===== config.mk =====
export PLATFORM = sky130hd
export DESIGN_NAME = counter_seq_ctrl
export DESIGN_NICKNAME = d
export VERILOG_FILES = /design/src/rtl/counter_seq_ctrl_pkg.sv /design/src/rtl/seq_counter_core.sv /design/src/rtl/counter_seq_ctrl.sv
export SDC_FILE = /design/constraint.sdc
export NUM_CORES = 1
export LEC_CHECK = 0
export CORE_UTILIZATION = 44
export DETAILED_ROUTE_END_ITERATION = 8
export GPL_TIMING_DRIVEN = 0
export HOLD_SLACK_MARGIN = 0.1
export PLACE_DENSITY = 0.73
export SLEW_MARGIN = 10
export SYNTH_ARGS = -nofsm -noshare
export SYNTH_HDL_FRONTEND = slang
export SYNTH_SLANG_ARGS = --single-unit

===== constraint.sdc =====
create_clock -name clk -period 4.35 [get_ports clk]
set_input_delay 0.87 -clock clk [delete_from_list [all_inputs] [get_ports clk]]
set_output_delay 0.87 -clock clk [all_outputs]
set_load 0.005 [all_outputs]

===== src/rtl/counter_seq_ctrl_pkg.sv =====
// Shared constants for the counter sequencer: opcodes, state encodings,
// io_in/io_out field positions and the status packing helper.
package counter_seq_ctrl_pkg;

  localparam int IO_W = 28;

  // io_in fields
  localparam int IO_STB_BIT  = 0;
  localparam int IO_OP_LSB   = 1;
  localparam int IO_OP_W     = 3;
  localparam int IO_DATA_LSB = 4;
  localparam int IO_DATA_W   = 16;
  localparam int IO_IN_USED  = IO_DATA_LSB + IO_DATA_W;

  // io_out fields
  localparam int OUT_COUNT_LSB  = 0;
  localparam int OUT_COUNT_W    = 16;
  localparam int OUT_STATE_LSB  = 16;
  localparam int OUT_PULSE_BIT  = 18;
  localparam int OUT_STICKY_BIT = 19;
  localparam int OUT_USED       = 20;

  typedef enum logic [IO_OP_W-1:0] {
    OP_NOP            = 3'd0,
    OP_LOAD_LIMIT     = 3'd1,
    OP_START_ONESHOT  = 3'd2,
    OP_START_PERIODIC = 3'd3,
    OP_PAUSE          = 3'd4,
    OP_RESUME         = 3'd5,
    OP_STOP           = 3'd6,
    OP_LOAD_PRESCALE  = 3'd7
  } opcode_e;

  typedef enum logic [1:0] {
    ST_IDLE   = 2'b00,
    ST_RUN    = 2'b01,
    ST_PAUSED = 2'b10,
    ST_DONE   = 2'b11
  } state_e;

  typedef enum logic {
    MODE_ONESHOT  = 1'b0,
    MODE_PERIODIC = 1'b1
  } mode_e;

  function automatic logic [IO_W-1:0] pack_status(
    input logic [OUT_COUNT_W-1:0] count,
    input state_e                 state,
    input logic                   done_pulse,
    input logic                   done_sticky
  );
    logic [IO_W-1:0] word;
    word = '0;
    word[OUT_COUNT_LSB +: OUT_COUNT_W] = count;
    word[OUT_STATE_LSB +: 2]           = state;
    word[OUT_PULSE_BIT]                = done_pulse;
    word[OUT_STICKY_BIT]               = done_sticky;
    return word;
  endfunction

endpackage


===== src/rtl/seq_counter_core.sv =====
// WIDTH-bit event counter register: clear wins over enable, count wraps naturally.
module seq_counter_core #(
  parameter int WIDTH = 16
) (
  input  logic             clk,
  input  logic             rst_n,
  input  logic             en,
  input  logic             clr,
  output logic [WIDTH-1:0] count
);

  logic [WIDTH-1:0] count_q;
  logic [WIDTH-1:0] count_d;

  always_comb begin
    count_d = count_q;
    if (clr) begin
      count_d = '0;
    end else if (en) begin
      count_d = count_q + 1'b1;
    end
  end

  always_ff @(posedge clk or negedge rst_n) begin
    if (!rst_n) begin
      count_q <= '0;
    end else begin
      count_q <= count_d;
    end
  end

  assign count = count_q;

endmodule


===== src/rtl/counter_seq_ctrl.sv =====
// Command-driven sequencer for a 16-bit event counter: decodes strobed
// opcodes, owns limit/prescale configuration, prescaler and run FSM.
module counter_seq_ctrl
  import counter_seq_ctrl_pkg::*;
#(
  parameter int               WIDTH     = 16,
  parameter int               PRE_W     = 8,
  parameter logic [WIDTH-1:0] LIMIT_RST = 16'hFFFF
) (
  input  logic            clk,
  input  logic            rst_n,
  input  logic [IO_W-1:0] io_in,
  output logic [IO_W-1:0] io_out,
  output logic [IO_W-1:0] io_oeb
);

  // Command decode
  logic                 cmd_stb;
  opcode_e              cmd_op;
  logic [IO_DATA_W-1:0] cmd_data;
  logic                 unused_io_hi;

  assign cmd_stb      = io_in[IO_STB_BIT];
  assign cmd_op       = opcode_e'(io_in[IO_OP_LSB +: IO_OP_W]);
  assign cmd_data     = io_in[IO_DATA_LSB +: IO_DATA_W];
  assign unused_io_hi = ^io_in[IO_W-1:IO_IN_USED];

  // Registered state
  logic             strobe_q;
  state_e           state_q,      state_d;
  mode_e            mode_q,       mode_d;
  logic [WIDTH-1:0] limit_q,      limit_d;
  logic [PRE_W-1:0] prescale_q,   prescale_d;
  logic [PRE_W-1:0] pre_cnt_q,    pre_cnt_d;
  logic             done_pulse_q, done_pulse_d;
  logic             sticky_q,     sticky_d;

  logic             accept;
  logic             cmd_active;
  logic             tick;
  logic             terminal;
  logic             cnt_en;
  logic             cnt_clr;
  logic [WIDTH-1:0] count;

  assign accept     = cmd_stb & ~strobe_q;
  assign cmd_active = accept && (cmd_op != OP_NOP);
  // >= keeps the prescaler from running away if prescale is lowered mid-period
  assign tick       = (state_q == ST_RUN) && (pre_cnt_q >= prescale_q);
  assign terminal   = tick && (count >= limit_q);

  always_comb begin
    state_d      = state_q;
    mode_d       = mode_q;
    limit_d      = limit_q;
    prescale_d   = prescale_q;
    pre_cnt_d    = pre_cnt_q;
    sticky_d     = sticky_q;
    done_pulse_d = 1'b0;
    cnt_en       = 1'b0;
    cnt_clr      = 1'b0;

    // An accepted command owns its cycle: prescaler, counter and done
    // reporting stand still while it takes effect.
    if (cmd_active) begin
      case (cmd_op)
        OP_LOAD_LIMIT: begin
          limit_d = cmd_data[WIDTH-1:0];
        end
        OP_START_ONESHOT, OP_START_PERIODIC: begin
          state_d   = ST_RUN;
          mode_d    = (cmd_op == OP_START_PERIODIC) ? MODE_PERIODIC : MODE_ONESHOT;
          pre_cnt_d = '0;
          sticky_d  = 1'b0;
          cnt_clr   = 1'b1;
        end
        OP_PAUSE: begin
          if (state_q == ST_RUN) begin
            state_d = ST_PAUSED;
          end
        end
        OP_RESUME: begin
          if (state_q == ST_PAUSED) begin
            state_d = ST_RUN;
          end
        end
        OP_STOP: begin
          state_d   = ST_IDLE;
          pre_cnt_d = '0;
          sticky_d  = 1'b0;
          cnt_clr   = 1'b1;
        end
        OP_LOAD_PRESCALE: begin
          prescale_d = cmd_data[PRE_W-1:0];
        end
        default: begin
        end
      endcase
    end else if (state_q == ST_RUN) begin
      if (tick) begin
        pre_cnt_d = '0;
        if (terminal) begin
          done_pulse_d = 1'b1;
          sticky_d     = 1'b1;
          if (mode_q == MODE_PERIODIC) begin
            cnt_clr = 1'b1;
          end else begin
            state_d = ST_DONE;
          end
        end else begin
          cnt_en = 1'b1;
        end
      end else begin
        pre_cnt_d = pre_cnt_q + 1'b1;
      end
    end
  end

  always_ff @(posedge clk or negedge rst_n) begin
    if (!rst_n) begin
      strobe_q     <= 1'b0;
      state_q      <= ST_IDLE;
      mode_q       <= MODE_ONESHOT;
      limit_q      <= LIMIT_RST;
      prescale_q   <= '0;
      pre_cnt_q    <= '0;
      done_pulse_q <= 1'b0;
      sticky_q     <= 1'b0;
    end else begin
      strobe_q     <= cmd_stb;
      state_q      <= state_d;
      mode_q       <= mode_d;
      limit_q      <= limit_d;
      prescale_q   <= prescale_d;
      pre_cnt_q    <= pre_cnt_d;
      done_pulse_q <= done_pulse_d;
      sticky_q     <= sticky_d;
    end
  end

  seq_counter_core #(
    .WIDTH (WIDTH)
  ) u_core (
    .clk   (clk),
    .rst_n (rst_n),
    .en    (cnt_en),
    .clr   (cnt_clr),
    .count (count)
  );

  assign io_out = pack_status(count, state_q, done_pulse_q, sticky_q);
  assign io_oeb = '1;

endmodule


==> summary.txt <==
Status
  • Outcome: completed

Yosys
  • Post-synth EDFFs: 0
  • Top-count cell post-synth: nand2_1
  • Post-synth cell types: 53
  • Dominant synthesized flop cell: dfrtp_1
  • Synth top area cells: dfrtp_1 (28%), dfstp_2 (12%), ha_1 (9.5%)
  • Syn Std Cell Area: 3440 µm²
  • Yosys top cell area share: 27.6%
  • Cell taking the most area after synthesis: dfrtp_1
  • Mapped Cells: 374
  • Synth Warn #: 0
  • Post-synthesis sequential area ratio: 39.9%
  • Avg Cell Area, Syn: 9.20 µm²
  • Synth top cells by count: nand2_1 (39), buf_4 (38), dfrtp_1 (38)
  • Synth async-reset ratio: 100%
  • Synth Register Bits: 54

STA
  • Final cycle utilization of the critical path: 69.9%
  • Pin slew with the least headroom to its limit: 0.698 ns
  • Min Tclk post-route: 3.04 ns
  • Pins Over Slew Limit: 0
  • Skew final: 0.00501 ns
  • RSZ-0062 raised after global routing: false
  • Slack of the critical path: 1.31 ns
  • Setup TNS: 0 ns
  • Slew margin rel.: 52.8%
  • Hold Vio Cnt, Final: 0
  • Fmax: 329 MHz
  • Final Setup Violations: 0

Power
  • P_leak: 1.97 nW
  • Total power density per cell area: 327 nW/µm²
  • Worst VDD drop: 165 µV

Clock network
  • Clock sinks: 54
  • Clk_lat worst skew: 0.31 ns
  • H-tree levels: 2
  • # Post-CTS Setup Buffers: 0
  • Cts bufs inserted: 5
  • CTS Buffer Depth: 2
  • Hold_buf cts: 0
  • Post-CTS sizing: 0
  • Clock Pin Slew Worst Setup and Hold Paths: 0.09 ns
  • CTS tree: built
  • CTS root buffer: clkbuf_8

Detailed routing
  • WL per Instance: 13.9 µm
  • DRC: 0
  • Vias/cell: 5.21
  • Detailed Route Iter0 Violations: 184
  • DRT antenna net count: 0
  • DRT Wirelength: 7710 µm
  • Drt pass-1 iters: 5
  • Via count: 2894

Placed design
  • Placed Area: 4110 µm²
  • I/O Buffers: 40
  • Post-detail-place hpwl: 5900 µm
  • GP Congestion: 0.848
  • Placed insts: 548
  • Pre-CTS setup slack: 1.20 ns

Flow run
  • # Max-Cap Violations: 0

Min path
  • Worst min-delay path category: input port to asynchronous set/reset pin

Setup path
  • Crit. End Element: flop
  • Startpoint types: flop
  • Flop2flop setup slack: 1.31 ns
  • Req. time, crit path: 4.51 ns
  • Critical path data arrival time: 3.20 ns
  • Critical Setup Path Class: flop to flop
  • Max FO, Critical Path: 10

Die
  • I/O pins: 86
  • Chip height: 90.4 µm
  • Row count: 31
  • Initial Util: 46.4%
  • Die X: 90.4 µm
  • Die Area: 8180 µm²
  • Total core area: 7410 µm²

Finish
  • Diode count: 0
  • Share of layout cells above drive strength 1: 17.5%
  • Area growth, synth to finish: 22.6%
  • Post-layout instance area: 4220 µm²
  • Final Non-Filler Cells: 556
  • Final net count: 512

Global route
  • Vias in the first global route: 2779
  • Largest net degree at the start of global routing: 37
  • Gr usage total: 20.0%
  • GRT Residual Overflow: 0
  • Initial antenna violation count: 0
  • First-pass GRT wire length: 13300 µm
logic make-up (layout without fill, tap and decap cells):
| kind of cell | count (synthesis) | after routing | synth area share (%) |
|---|---|---|---|
| AO/OA/AOI/OAI | 86 | 86 | 17.1 |
| flip-flops | 54 | 54 | 39.9 |
| adder cells (fa/ha/maj) | 26 | 26 | 9.45 |
| buffers and inverters | 89 | 138 | 14.1 |
| AND/OR/NAND/NOR | 107 | 107 | 16.5 |
| multiplexers | 4 | 4 | 1.31 |
| XOR/XNOR | 6 | 6 | 1.53 |
| other | 2 | 36 | 0.218 |
layout by cell type, fill, tap and decap left out, types with 3 or more instances in the layout:
cell	count
buf_4	38
mux2_2	4
xor2_1	3
nand2_1	39
buf_2	7
o21ai_0	29
clkbuf_8	8
clkbuf_1	13
a21oi_1	3
dfrtp_1	38
or3_1	3
o31ai_1	12
conb_1	36
inv_1	32
nand3_1	6
nand2b_1	3
a21o_1	3
dfstp_2	16
xnor2_1	3
ha_1	26
nor2_1	15
and4_1	4
clkdlybuf4s50_1	39
or4_1	11
a22oi_1	17
nand4_1	9
metal layers:
| metal | GRT usage, % | routed length (µm) | up-vias | share of wire, % |
|---|---|---|---|---|
| met3 | 3.45 | 433 | 9 | 5.6 |
| li1 | - | - | 1426 | - |
| met4 | 5.78 | 95 | 0 | 1.2 |
| met5 | 0 | 0 | - | 0 |
| met1 | 28.3 | 3690 | 1360 | 48 |
| met2 | 31.4 | 3490 | 99 | 45 |
worst max-delay path: stages, from the launching register on:
cell and delay (ns):
dfstp_2 0.53, inv_1 0.05, ha_1 0.28, and4_1 0.26, nand4_1 0.12, o41ai_1 0.54
a211oi_2 0.20, o21ai_1 0.45, buf_2 0.33, a22oi_1 0.13
area by class of cell:
type                    instances  area, µm²
multi-input cells             265       1710
flip-flops and latches         54       1370
clock buffers                   8        110
fillers                       687       3190
plain buffers                  57        364
inverters                      32        120
repair buffers                 41        415
well taps                      99        124
state kept, by name, indices dropped and copies added (netlist names):
| register | flops |
|---|---|
| state_q | 2 |
| prescale_q | 8 |
| sticky_q | 1 |
| mode_q | 1 |
| done_pulse_q | 1 |
| u_core.count | 16 |
| strobe_q | 1 |
| limit_q | 16 |
| pre_cnt_q | 8 |
worst paths after layout:
check | from | endpoint | depth (start not counted)
min | rst_n | u_core.count[8] | 1
min reg2reg | limit_q[2] | limit_q[2] | 2
min in group clk | limit_q[2] | limit_q[2] | 2
max reg2reg | limit_q[14] | u_core.count[13] | 9
max | limit_q[14] | u_core.count[13] | 9
max in group asynchronous | rst_n | limit_q[1] | 2
report_power, final:
| part | switching, W | internal, W |
|---|---|---|
| clock | 0.000164 | 0.000161 |
| combinational | 0.000206 | 0.000184 |
| sequential | 0.0000568 | 0.000609 |
through the flow:
stage	total power, W	util (%)	hold slack (ns)
after floorplan	0.000921	-	0.478
after global placement	0.00104	55.2	0.497
after detailed placement	0.00107	55.4	0.501
after CTS	0.00139	56.9	0.507
after global routing	0.00148	56.9	0.525
final	0.00138	56.9	0.496
(Power assumes the default switching activity.)
